`src/rtl/dut_seq_pkg.sv`:
```
// Shared types and constants for the dut start sequencer.
// States, the state_out width, default parameters, the per-state output
// decode and a counter-width helper.
package dut_seq_pkg;

    localparam int STATE_W = 3;

    localparam int DEF_LOCK_STABLE_CYCLES = 256;
    localparam int DEF_RESET_HOLD_CYCLES  = 16;
    localparam int DEF_START_PULSE_CYCLES = 1;
    localparam int DEF_GRACE_CYCLES       = 8;
    localparam int DEF_CNT_W              = 16;
    localparam int DEF_HB_DIV             = 24;

    typedef enum logic [STATE_W-1:0] {
        ST_IDLE      = 3'd0,
        ST_WAIT_LOCK = 3'd1,
        ST_HOLD_RST  = 3'd2,
        ST_START     = 3'd3,
        ST_RUN       = 3'd4,
        ST_STOP      = 3'd5
    } seq_state_t;

    // Control lines driven toward the dut, one bit each.
    typedef struct packed {
        logic dut_reset;
        logic clock_en;
        logic start;
        logic stop;
        logic running;
    } seq_outs_t;

    // Width for a counter that must hold values 0..max_val without wrapping.
    function automatic int cnt_w(input int max_val);
        return (max_val < 2) ? 1 : $clog2(max_val + 1);
    endfunction

    // Output levels for each state. The dut is held in reset everywhere
    // except START and RUN.
    function automatic seq_outs_t state_outs(input seq_state_t s);
        seq_outs_t o;
        o.dut_reset = 1'b1;
        o.clock_en  = 1'b0;
        o.start     = 1'b0;
        o.stop      = 1'b0;
        o.running   = 1'b0;
        case (s)
            ST_HOLD_RST: o.clock_en = 1'b1;
            ST_START: begin
                o.dut_reset = 1'b0;
                o.clock_en  = 1'b1;
                o.start     = 1'b1;
            end
            ST_RUN: begin
                o.dut_reset = 1'b0;
                o.clock_en  = 1'b1;
                o.running   = 1'b1;
            end
            ST_STOP: o.stop = 1'b1;
            default: ;
        endcase
        return o;
    endfunction

endpackage

```
`src/rtl/dut_seq_lock_sync.sv`:
```
// Two-flop synchroniser for the asynchronous MMCM LOCKED signal.
// Both flops clear on the synchronous reset.
module dut_seq_lock_sync (
    input  logic i_clk,
    input  logic i_rst,
    input  logic i_async,
    output logic o_sync
);

    (* ASYNC_REG = "TRUE" *) logic r_meta;
    (* ASYNC_REG = "TRUE" *) logic r_sync;

    // Shift the asynchronous level through two flops placed together.
    always_ff @(posedge i_clk) begin
        if (i_rst) begin
            r_meta <= 1'b0;
            r_sync <= 1'b0;
        end else begin
            r_meta <= i_async;
            r_sync <= r_meta;
        end
    end

    assign o_sync = r_sync;

endmodule

```
`src/rtl/dut_start_sequencer.sv`:
```
// Start sequencer for the LFSR dut: qualifies MMCM lock, then walks the dut
// through reset hold, start pulse and run, counting qualified fail cycles.
// Optional heartbeat LED behaviour is enabled with DUT_SEQ_HEARTBEAT_EN.
module dut_start_sequencer
    import dut_seq_pkg::*;
#(
    parameter int LOCK_STABLE_CYCLES = DEF_LOCK_STABLE_CYCLES,
    parameter int RESET_HOLD_CYCLES  = DEF_RESET_HOLD_CYCLES,
    parameter int START_PULSE_CYCLES = DEF_START_PULSE_CYCLES,
    parameter int GRACE_CYCLES       = DEF_GRACE_CYCLES,
    parameter int CNT_W              = DEF_CNT_W,
    parameter int HB_DIV             = DEF_HB_DIV
) (
    input  logic               ref_clk_in,
    input  logic               reset,
    input  logic               mmcm_locked_in,
    input  logic               pass_in,
    output logic               dut_reset_out,
    output logic               clock_en_out,
    output logic               start_out,
    output logic               stop_out,
    output logic               running_out,
    output logic               fail_sticky_out,
    output logic [CNT_W-1:0]   fail_count_out,
    output logic [STATE_W-1:0] state_out,
    output logic               led_out
);

    // Each counter stops at its last value, so none can wrap.
    localparam int SW = cnt_w(LOCK_STABLE_CYCLES - 1);
    localparam int HW = cnt_w(RESET_HOLD_CYCLES - 1);
    localparam int PW = cnt_w(START_PULSE_CYCLES - 1);
    localparam int GW = cnt_w(GRACE_CYCLES);

    localparam logic [SW-1:0] STABLE_LAST = SW'(LOCK_STABLE_CYCLES - 1);
    localparam logic [HW-1:0] HOLD_LAST   = HW'(RESET_HOLD_CYCLES - 1);
    localparam logic [PW-1:0] START_LAST  = PW'(START_PULSE_CYCLES - 1);
    localparam logic [GW-1:0] GRACE_LAST  = GW'(GRACE_CYCLES);

    logic       w_lock_s;
    seq_state_t w_next_state;
    logic       w_fail_qual;

    seq_state_t       r_state;
    seq_outs_t        r_outs;
    logic [SW-1:0]    r_stable_cnt;
    logic [HW-1:0]    r_hold_cnt;
    logic [PW-1:0]    r_start_cnt;
    logic [GW-1:0]    r_grace_cnt;
    logic             r_fail_sticky;
    logic [CNT_W-1:0] r_fail_count;

    dut_seq_lock_sync u_lock_sync (
        .i_clk   (ref_clk_in),
        .i_rst   (reset),
        .i_async (mmcm_locked_in),
        .o_sync  (w_lock_s)
    );

    // Next-state decode; losing lock in any dut-active state forces STOP.
    always_comb begin
        w_next_state = r_state;
        case (r_state)
            ST_IDLE:      w_next_state = ST_WAIT_LOCK;
            ST_WAIT_LOCK: begin
                if (w_lock_s && (r_stable_cnt == STABLE_LAST))
                    w_next_state = ST_HOLD_RST;
            end
            ST_HOLD_RST: begin
                if (!w_lock_s)
                    w_next_state = ST_STOP;
                else if (r_hold_cnt == HOLD_LAST)
                    w_next_state = ST_START;
            end
            ST_START: begin
                if (!w_lock_s)
                    w_next_state = ST_STOP;
                else if (r_start_cnt == START_LAST)
                    w_next_state = ST_RUN;
            end
            ST_RUN: begin
                if (!w_lock_s)
                    w_next_state = ST_STOP;
            end
            ST_STOP:      w_next_state = ST_WAIT_LOCK;
            default:      w_next_state = ST_IDLE;
        endcase
    end

    // A fail counts only in RUN, past the grace window, with lock still good.
    assign w_fail_qual = (r_state == ST_RUN) && w_lock_s &&
                         (r_grace_cnt == GRACE_LAST) && !pass_in;

    // State, per-state counters, registered outputs and fail tracking.
    always_ff @(posedge ref_clk_in) begin
        if (reset) begin
            r_state       <= ST_IDLE;
            r_outs        <= state_outs(ST_IDLE);
            r_stable_cnt  <= '0;
            r_hold_cnt    <= '0;
            r_start_cnt   <= '0;
            r_grace_cnt   <= '0;
            r_fail_sticky <= 1'b0;
            r_fail_count  <= '0;
        end else begin
            r_state <= w_next_state;
            r_outs  <= state_outs(w_next_state);

            if ((r_state == ST_WAIT_LOCK) && w_lock_s && (r_stable_cnt != STABLE_LAST))
                r_stable_cnt <= r_stable_cnt + 1'b1;
            else
                r_stable_cnt <= '0;

            if ((r_state == ST_HOLD_RST) && (r_hold_cnt != HOLD_LAST))
                r_hold_cnt <= r_hold_cnt + 1'b1;
            else
                r_hold_cnt <= '0;

            if ((r_state == ST_START) && (r_start_cnt != START_LAST))
                r_start_cnt <= r_start_cnt + 1'b1;
            else
                r_start_cnt <= '0;

            if (r_state == ST_RUN) begin
                if (r_grace_cnt != GRACE_LAST)
                    r_grace_cnt <= r_grace_cnt + 1'b1;
            end else begin
                r_grace_cnt <= '0;
            end

            if (w_fail_qual) begin
                r_fail_sticky <= 1'b1;
                if (r_fail_count != {CNT_W{1'b1}})
                    r_fail_count <= r_fail_count + 1'b1;
            end
        end
    end

`ifdef DUT_SEQ_HEARTBEAT_EN
    logic [HB_DIV-1:0] r_hb_cnt;
    logic              r_hb_phase;
    logic              r_led;
    logic              w_hb_phase_next;
    logic              w_sticky_next;

    // Phase restarts high on every RUN entry and flips once per 2^HB_DIV run cycles.
    assign w_hb_phase_next = (r_state == ST_RUN) ? (r_hb_phase ^ (&r_hb_cnt)) : 1'b1;
    assign w_sticky_next   = r_fail_sticky | w_fail_qual;

    // Heartbeat divider and LED register; a latched fail pins the LED on.
    always_ff @(posedge ref_clk_in) begin
        if (reset) begin
            r_hb_cnt   <= '0;
            r_hb_phase <= 1'b1;
            r_led      <= 1'b0;
        end else begin
            r_hb_cnt   <= (r_state == ST_RUN) ? r_hb_cnt + 1'b1 : '0;
            r_hb_phase <= w_hb_phase_next;
            if (w_sticky_next)
                r_led <= 1'b1;
            else
                r_led <= (w_next_state == ST_RUN) && w_hb_phase_next;
        end
    end

    assign led_out = r_led;
`else
    assign led_out = r_outs.running;
`endif

    assign dut_reset_out   = r_outs.dut_reset;
    assign clock_en_out    = r_outs.clock_en;
    assign start_out       = r_outs.start;
    assign stop_out        = r_outs.stop;
    assign running_out     = r_outs.running;
    assign fail_sticky_out = r_fail_sticky;
    assign fail_count_out  = r_fail_count;
    assign state_out       = r_state;

endmodule

```
`config.mk`:
```
export PLATFORM = sky130hd
export DESIGN_NAME = dut_start_sequencer
export DESIGN_NICKNAME = d
export VERILOG_FILES = /design/src/rtl/dut_seq_pkg.sv /design/src/rtl/dut_seq_lock_sync.sv /design/src/rtl/dut_start_sequencer.sv
export SDC_FILE = /design/constraint.sdc
export NUM_CORES = 1
export LEC_CHECK = 0
export ABC_AREA = 1
export CAP_MARGIN = 5
export CORE_ASPECT_RATIO = 1.2
export CORE_MARGIN = 4
export CORE_UTILIZATION = 45
export CTS_CLUSTER_DIAMETER = 30
export DETAILED_ROUTE_END_ITERATION = 16
export HOLD_SLACK_MARGIN = 0.08
export PLACE_DENSITY = 0.75
export SYNTH_ARGS = -nofsm -noshare
export SYNTH_HDL_FRONTEND = slang
export SYNTH_SLANG_ARGS = --single-unit
export TNS_END_PERCENT = 20
```
`constraint.sdc`:
```
create_clock -name ref_clk_in -period 1.4 [get_ports ref_clk_in]
set_input_delay 0.28 -clock ref_clk_in [delete_from_list [all_inputs] [get_ports ref_clk_in]]
set_output_delay 0.28 -clock ref_clk_in [all_outputs]
set_load 0.01 [all_outputs]
```
---- Word level (Yosys, flattened, before mapping) ----
Index checks and enable logic that the tools add are counted.
storage, ports and cells
  bits in registers ....................... 44
  bits in latches ......................... 0
  RAM bits ................................ 0
  ROM bits ................................ 0
  input bits .............................. 4
  output and inout port bits .............. 26
  logic and storage cells ................. 69
  memories ................................ 0
operators by class
  $add $sub $neg .......................... 5
  multipliers ............................. 0
  div/mod/pow operators ................... 0
  magnitude comparators ................... 0
  eq/ne operators ......................... 16
  shifts and indexed selects .............. 0
  muxes and demuxes ....................... 12
  bitwise gates (word level) .............. 4
  reductions and logical operators ........ 18
operator list
  cell                     count
  $mux W3                  6
  $add A16 B1 Y16 const B  1
  $ne A16 B16 Y1 const B   1
  $pmux W3 S5              1
  $eq A3 B2 Y1 const B     4
  $eq A3 B3 Y1 const B     4
  $reduce_or A2 Y1         6
  $add A4 B1 Y4 const B    2
  $add A8 B1 Y8 const B    1
  $eq A4 B4 Y1 const B     2
  $eq A8 B8 Y1 const B     1
  $logic_and A1 B1 Y1      8
  $ne A4 B4 Y1 const B     2
  $ne A8 B8 Y1 const B     1
  $mux W1                  5
  $not A1 Y1               4
  $eq A3 B1 Y1 const B     1
  $logic_not A3 Y1         1
  $reduce_or A3 Y1         1
  $reduce_and A2 Y1        1
  $add A1 B1 Y1 const B    1
  $logic_not A1 Y1         1

---- Longest topological paths before layout ----
Gate-level depths: netlist of the first run.
  word-level depth ........................ 7
  mapped depth ............................ 10
  mapped depth without buffers ............ 10

---- By module ----
A second synthesis of the first run with hierarchy kept.
second synthesis, totals
  cells, all modules ...................... 303
  area total of the unflattened synthesis .. 2,194.6 µm²
by module, submodules not included
  module               times used  cells each  area each (µm²)
  dut_start_sequencer  1           297         2,139.6
  dut_seq_lock_sync    1           6           55.1

---- Least setup slack after synthesis of the first run ----
OpenSTA, ideal clock, no wires.
  kind .................................... register to register
  start point ............................. register r_fail_count[0], in the netlist fail_count_out[0]
  end point ............................... register r_fail_count[6], in the netlist fail_count_out[6]
  arrival time ............................ 1.447 ns
  data required time ...................... 1.284 ns
  path slack .............................. -0.163 ns
  stages on the path, launching flop included .. 10
  buffers on the path ..................... 1
  clock period less this slack ............ 1.563 ns
  cell sequence ........................... dfxtp_1 > ha_1 > nand2_2 > nor2_4 > nand2_2 > nor2_2 > nor2_4 > buf_4 > nand2_1 > a21oi_2
between the ends
  word-level cells in the longest chain between the ends .. 2
ends and longest elaborated chain
  item                                                     RTL line                    RTL
  from (decl)                                              dut_start_sequencer.sv:51   logic [CNT_W-1:0] r_fail_count;
  from (signal assigned)                                   dut_start_sequencer.sv:134  r_fail_count <= r_fail_count + 1'b1;
  branches (longest 2 deep; another with $add A16 B1 Y16)  --
Several ways; the timed one is not identified.
A chain may end at the register's enable or synchronous reset.

---- Worst setup path after layout of the first run ----
  start point ............................. register r_grace_cnt[1]
  end point ............................... register r_fail_count[11], in the netlist fail_count_out[11]
between the ends
  word-level cells in the longest chain between the ends .. 4
ends and longest elaborated chain
  item                                RTL line                    RTL
  from (decl)                         dut_start_sequencer.sv:49   logic [GW-1:0] r_grace_cnt;
  from (signal assigned)              dut_start_sequencer.sv:126  r_grace_cnt <= r_grace_cnt + 1'b1;
  $eq A4 B4 Y1                        dut_start_sequencer.sv:92   (r_grace_cnt == GRACE_LAST) && !pass_in;
  $logic_and A1 B1 Y1                 dut_start_sequencer.sv:91   assign w_fail_qual = (r_state == ST_RUN) && w_lock_s &&
  $logic_and A1 B1 Y1                 dut_start_sequencer.sv:92
  $reduce_and A2 Y1 (no source line)  --
No other way between the ends.

==> parameters.txt, run 1 <==
Parameter                              Value

Outcome
  Outcome ... finished, final reports clean

Floorplan
  Die X-Extent ... 70.9 µm
  Core area ... between 0.004 and 0.005 mm²
  Total I/O pin count ... 30
  Die Y-Extent ... 83.5 µm
  Effective utilization at floorplan ... about 47%
  Area of the die ... 0.00592 mm²
  Cell Rows ... 27

STA
  Number of endpoints with negative hold slack in the final report ... 0
  Total negative slack for setup checks ... 0 ns
  Worst setup slack after layout ... 0.00500 ns
  Setup repair after global routing missed its margin ... true
  Crit share post-route ... ~100%
  Worst Skew ... roughly 0.0071 ns
  Min cycle time layout ... 1.39 ns
  Final count of negative-setup-slack endpoints ... 0
  Final-report max-slew violation count ... 0
  Maximum clock rate ... 717 MHz

GRT
  Wire length of the first global-routing pass ... 8610 µm
  Overall Global Routing Usage ... 17.6%
  Via count of the first global-routing pass ... 2015
  Maximum number of pins on one net before global-route repair ... 18
  Remaining global-route overflow ... 0
  Antenna violations before repair ... 0

Place
  Number of placed cells counting well taps ... 415
  Area post-placement ... 0.00281 mm²
  Placement Setup Slack ... -0.130 ns
  Routability cong. ... 0.869
  Detailed placement HPWL ... 3550 µm
  Port-buffer cells ... 29

Routing
  Mean routed wirelength per cell ... 11.4 µm
  1st-iter DRT viols ... 81
  Total length of routed wires ... between 4000 and 5000 µm
  Remaining antenna violation count ... 0
  Post-route DRC violation count ... 0
  Average via count per standard cell ... 4.84
  Vias after detailed routing ... 2057
  First drt pass iteration count ... 4

CTS
  Cts bufs inserted ... 5
  CTS sink cnt ... 44
  Max clock buf depth ... 2
  Clk_lat worst skew ... 0.31 ns
  H-tree depth ... 2
  Cell chosen for the clock root ... clkbuf_8
  CTS tree ... built
  Clock-pin slew on the worst setup and hold paths ... about 0.090 ns

Setup path
  Top delay family on crit path ... simple AND/OR/NAND/NOR gates
  Worst reg2reg path endpoint ... fail_count_out[11]
  Setup CP Type ... register to register
  Launching element type of the critical path ... register
  Peak per-stage delay on the critical path ... approximately 0.33 ns
  Number of buffers and inverters on the critical path ... 2
  Slowest stage cell on the critical path ... dfxtp_2
  Signal arrival time at the worst endpoint ... 1.59 ns
  Number of gates on the worst path with buffers counted ... 10
  Sort of element at the end of the critical path ... register
  Register-to-register setup slack ... 0.005 ns
  Setup crit end ... fail_count_out[11]
  Largest fanout on the critical path ... 14
  Ordered list of cells on the worst path ... inv_2, ha_4, nand2_4, nor2_4, nand2_2, nor2_4, o21ai_4, buf_12, nand2_1, a21oi_2
  Crit. Startpoint ... r_grace_cnt[1]
  Worst reg2reg path depth ... 10
  Beginning of the worst register-to-register path ... r_grace_cnt[1]
  Required time worst endpoint ... ~1.6 ns
  Most numerous cell on the critical path ... nor2_4

Power
  IR Drop Worst-Case VDD ... 454 µV
  Lkg Pwr ... 1.30 nW
  Pwr per Cell Area ... 784 mW/mm²

Synthesis
  Unique cell type count in the Yosys netlist ... 27
  Post-Syn Instances ... approximately 300
  Synthesized Nets ... 303
  Synth warn ... 0
  Total standard cell area after synthesis ... between 0.002 and 0.0025 mm²
  Post-synthesis sequential area ratio ... 41.2%
  Avg Cell Area, Syn ... 7.27 µm²
  Largest area contributor in the netlist ... dfxtp_1
  #FFs+latches synth ... 44
  Top area cells in the synthesized netlist ... dfxtp_1, nand2_1, nor2_1, inv_1, nand3_1
  Yosys top cell area share ... ~40%

Worst hold path
  Critical hold path startpoint ... u_lock_sync.r_meta
  Hold WC Path Type ... register to register
  Min-Delay Path Depth ... 2

Cells and area
  Post-layout util ... around two thirds
  Post-layout net count ... roughly 380
  Fin cells ... between 400 and 500
  Fill cell instance count of the final layout ... 417
  Design area ... about 0.003 mm²
  Antenna diode instance count ... 0
  Layout cells sized above 1 ... 27.5%
  Area grow syn2layout ... 40.2%

Flow run
  Count of maximum capacitance violations ... 0
-- Yosys cell counts --
master and count:
a211oi_1 1, a21oi_1 9, a21oi_2 9, buf_4 3
buf_6 2, clkinv_1 1, conb_1 1, dfxtp_1 44
ha_1 5, inv_1 26, inv_2 1, nand2_1 79
nand2_2 2, nand3_1 16, nand4_1 6, nand4_2 1
nor2_1 52, nor2_2 3, nor2_4 3, nor3_1 3
o211ai_1 2, o21ai_0 8, o21ai_4 1, o22ai_1 1
or2_2 1, xnor2_1 5, xor2_1 9
-- final cells by class --
cell class / count / area, µm² / area share, %
Tap cell: 58 / 72.6 / 2.42
Multi-Input combinational cell: 217 / 1220 / 40.8
Sequential cell: 44 / 896 / 29.9
Clock inverter: 3 / 47.5 / 1.59
Inverter: 28 / 105 / 3.51
Clock buffer: 5 / 68.8 / 2.30
Timing Repair Buffer: 70 / 584 / 19.5
-- cells in the final DEF, fill, tap and decap left out, drive strengths merged --
cell type / count
nor2: 58
dlygate4sd2: 24
a211oi: 1
clkbuf: 5
dfxtp: 44
buf: 41
nor3: 3
ha: 5
clkdlybuf4s15: 2
conb: 1
o21ai: 9
o211ai: 2
nand3: 16
a21oi: 18
clkdlybuf4s50: 3
xor2: 9
bufinv: 1
o22ai: 1
inv: 27
or2: 1
clkinv: 3
nand2: 81
xnor2: 5
nand4: 7
-- sequential cells by signal, summed over array words and instances, names as in the netlist, 3 cells and up --
name	cells
fail_count_out	16
r_hold_cnt	4
state_out	3
r_grace_cnt	4
r_stable_cnt	8
-- kinds of logic (layout without fill, tap and decap cells) --
family                   Yosys count  count (layout)  synth area share (%)
AND/OR/NAND/NOR                  166             166                  33.1
flip-flops                        44              44                  41.2
buffers and inverters             33             106                  7.03
AO/OA/AOI/OAI                     31              31                  9.78
XOR/XNOR                          14              14                  5.74
adder cells (fa/ha/maj)            5               5                  2.93
other                              1               1                 0.175
-- worst register-to-register path: stages (launching register included) --
cell and delay, ns:
dfxtp_2 0.33, inv_2 0.07, ha_4 0.14, nand2_4 0.05, nor2_4 0.14, nand2_2 0.08, nor2_4 0.13, o21ai_4 0.08
buf_12 0.15, nand2_1 0.07, a21oi_2 0.05
-- report_power, final --
part / internal, mW / switching (mW) / leakage [nW]
sequential: 1.26 / 0.00391 / 0.361
clock: 0.538 / 0.480 / 0.0583
combinational: 0.0285 / 0.0434 / 0.879
-- layer usage --
layer  track usage, %  part of all wire, %  vias to the layer above
li1                 -                    -                     1075
met1             21.6                   44                      930
met2             29.6                   50                       41
met3             3.61                  4.0                       11
met4             7.01                  2.1                        0
met5                0                    0                        -
-- worst min path at each step --
stage,end,slack [ns]
3_5_place_dp,u_lock_sync.o_sync,0.39
3_3_place_gp,u_lock_sync.o_sync,0.40
2_1_floorplan,u_lock_sync.r_meta,0.39
6_report,u_lock_sync.o_sync,0.41
5_1_grt,u_lock_sync.o_sync,0.47
4_1_cts,u_lock_sync.o_sync,0.41
-- per-stage QoR --
stage | hold slack [ns] | total power [mW]
floorplan | 0.387 | 1.33
CTS | 0.407 | 2.36
global route | 0.466 | 2.42
detailed placement | 0.394 | 1.36
global placement | 0.395 | 1.36
finish | 0.407 | 2.35
-- what timing repair did --
item	4_1_cts	5_1_grt
pin swaps	9	1
cloned	0	0
resized for setup	35	22
endpoints found under the setup margin	43	32
buffers inserted	0	2
hold buffers	0	0
Power figures use the tool's default switching activity.
==> inputs of run 2 (changes only) <==
Settings changed: CORE_MARGIN 4 to default.
==> run 2 against run 1 <==
  * The flow now finishes with violations (setup timing)
  * Register-to-register slack got worse by 0.15 ns
  * Core utilization up 1.7 points
  * Combinational power rose by 16%
  * Critical path depth increased by 1
  * Critical path type unchanged
==> parameters.txt, run 2 (synthesized netlist as in run 1, its figures left out) <==
Parameter                              Value

CTS
  Cell chosen for the clock root ... clkbuf_8
  Cts bufs inserted ... 5
  H-tree depth ... 2
  Max clock buf depth ... 2
  CTS sink cnt ... 44
  Clock-pin slew on the worst setup and hold paths ... 0.08 ns
  Clk_lat worst skew ... 0.30 ns
  CTS tree ... built

Cells and area
  Leading cell type in the layout, fill and taps excluded ... nand2_1
  Post-layout util ... between 60% and 70%
  Layout cells sized above 1 ... a little over a quarter
  Most frequent cells in the layout ... nand2_1, nor2_1, buf_4
  Area used by sequential logic in the layout ... 893 µm²
  Fin cells ... 434
  Fill cell instance count of the final layout ... around 400
  Multi-input logic area ... 0.00121 mm²
  Post-layout net count ... 384
  Antenna diode instance count ... 0
  Design area ... 0.00305 mm²
  Area grow syn2layout ... 42.7%
  Number of flip-flops in the largest register ... 16

STA
  Crit share post-route ... 110%
  Setup repair after global routing missed its margin ... true
  Hold Slack ... 0.415 ns
  Maximum clock rate ... about 650 MHz
  Worst Skew ... between 0.006 and 0.007 ns
  Final-report max-slew violation count ... 0
  Min cycle time layout ... 1.55 ns
  Total negative slack for setup checks ... -1.40 ns
  Number of endpoints with negative hold slack in the final report ... 0
  Worst setup slack after layout ... -0.145 ns
  Final count of negative-setup-slack endpoints ... 16

Worst hold path
  Min-Delay Path Depth ... 2
  Critical hold path startpoint ... u_lock_sync.r_meta
  Hold WC Path Type ... register to register
  Destination of the worst hold path ... u_lock_sync.o_sync

Place
  Placement Setup Slack ... -0.164 ns
  Area post-placement ... 0.00286 mm²
  Routability cong. ... a little under 0.9
  Detailed placement HPWL ... 3630 µm
  Port-buffer cells ... 29
  Number of placed cells counting well taps ... 420

Routing
  Remaining antenna violation count ... 0
  Post-route DRC violation count ... 0
  Average via count per standard cell ... 4.87
  Mean routed wirelength per cell ... 12.0 µm
  First drt pass iteration count ... 4
  Vias after detailed routing ... 2113
  1st-iter DRT viols ... roughly 110
  Total length of routed wires ... around 5200 µm

Setup path
  Launching element type of the critical path ... register
  Largest fanout on the critical path ... 5
  Beginning of the worst register-to-register path ... r_grace_cnt[0]
  Worst reg2reg path depth ... 11
  Signal arrival time at the worst endpoint ... roughly 1.7 ns
  Sort of element at the end of the critical path ... register
  Required time worst endpoint ... 1.59 ns
  Setup CP Type ... register to register
  Register-to-register setup slack ... -0.15 ns
  Worst reg2reg path endpoint ... fail_count_out[8]

GRT
  Via count of the first global-routing pass ... 2016
  Overall Global Routing Usage ... a little over a fifth
  Antenna violations before repair ... 0
  Maximum number of pins on one net before global-route repair ... 18
  Remaining global-route overflow ... 0
  Wire length of the first global-routing pass ... around 8500 µm

Flow run
  Count of maximum capacitance violations ... 0

Power
  Lkg Pwr ... 1.35 nW
  IR Drop Worst-Case VDD ... 515 µV
  Share of total power in the clock network ... approximately two fifths
  Internal ... 1.68 mW
  Pwr per Cell Area ... 714 mW/mm²
  Combinational share of power ... 3.8%
  Net Sw Power ... slightly below 500 µW
  Switching power share of the total ... ~23%
  Sequential fraction of design power ... ~58%
  Total power ... roughly 2.2 mW

Floorplan
  Die X-Extent ... 64.9 µm
  Effective utilization at floorplan ... between 40% and 50%
  Core area ... 0.00456 mm²
  Total I/O pin count ... 30
  Die Y-Extent ... 77.5 µm
  Area of the die ... 0.00503 mm²
  Cell Rows ... 27

Outcome
  Violated checks ... setup timing
  Outcome ... finished, violations left
==> run 2: changes by cell type in the layout (fill, tap and decap cells not counted), moves of 3 or more <==
| cell | previous run | this run |
|---|---|---|
| buf_4 | 39 | 47 |
| nand2_1 | 71 | 74 |
| nand2_2 | 7 | 3 |
| nor2_1 | 46 | 49 |
| nor2_2 | 5 | 2 |
==> run 2: layout make-up <==
cell class	instances	area share, %
repair buffers	79	22.2
inverters	28	3.45
multi-input cells	217	39.7
well taps	58	2.38
clock inverters	2	0.328
flip-flops and latches	44	29.3
clock buffers	6	2.71
==> run 2: critical path, cell delays in order, from the launching register on <==
cell and delay, ns:
dfxtp_2 0.33, inv_2 0.07, ha_4 0.14, nand2_4 0.05, nor2_4 0.15, buf_4 0.13, nand2_2 0.05, nor2_4 0.11
o21ai_4 0.09, buf_4 0.16, nand2_1 0.10, a21oi_2 0.06
==> run 2: what timing repair did <==
item,CTS,global route
gates resized for setup,38,12
setup buffers,0,5
cloned,0,1
hold buffers,0,0
pin swaps,9,10
endpoints found under the setup margin,42,29
==> run 2: metal layers <==
layer | vias to the layer above | track usage [%] | share of wire [%]
li1 | 1087 | - | -
met1 | 961 | 25.8 | 42
met2 | 52 | 38.0 | 51
met3 | 13 | 4.71 | 4.7
met4 | 0 | 9.11 | 2.3
met5 | - | 0 | 0
==> run 2: power by group through the flow <==
stage | combinational (mW) | sequential (mW) | clock [mW]
finish | 0.0833 | 1.26 | 0.836
global route | 0.0915 | 1.26 | 0.908
CTS | 0.0807 | 1.26 | 0.854
detailed placement | 0.0799 | 1.29 | 0
global placement | 0.0785 | 1.29 | 0
floorplan | 0.0378 | 1.29 | 0
==> run 2: how the worst max path moves through the flow <==
stage / from / to
6_report: r_grace_cnt[0] / fail_count_out[8]
5_1_grt: r_grace_cnt[0] / fail_count_out[8]
4_1_cts: fail_count_out[0] / fail_count_out[8]
3_5_place_dp: pass_in / fail_count_out[15]
3_3_place_gp: pass_in / fail_count_out[2]
2_1_floorplan: fail_count_out[1] / fail_count_out[2]
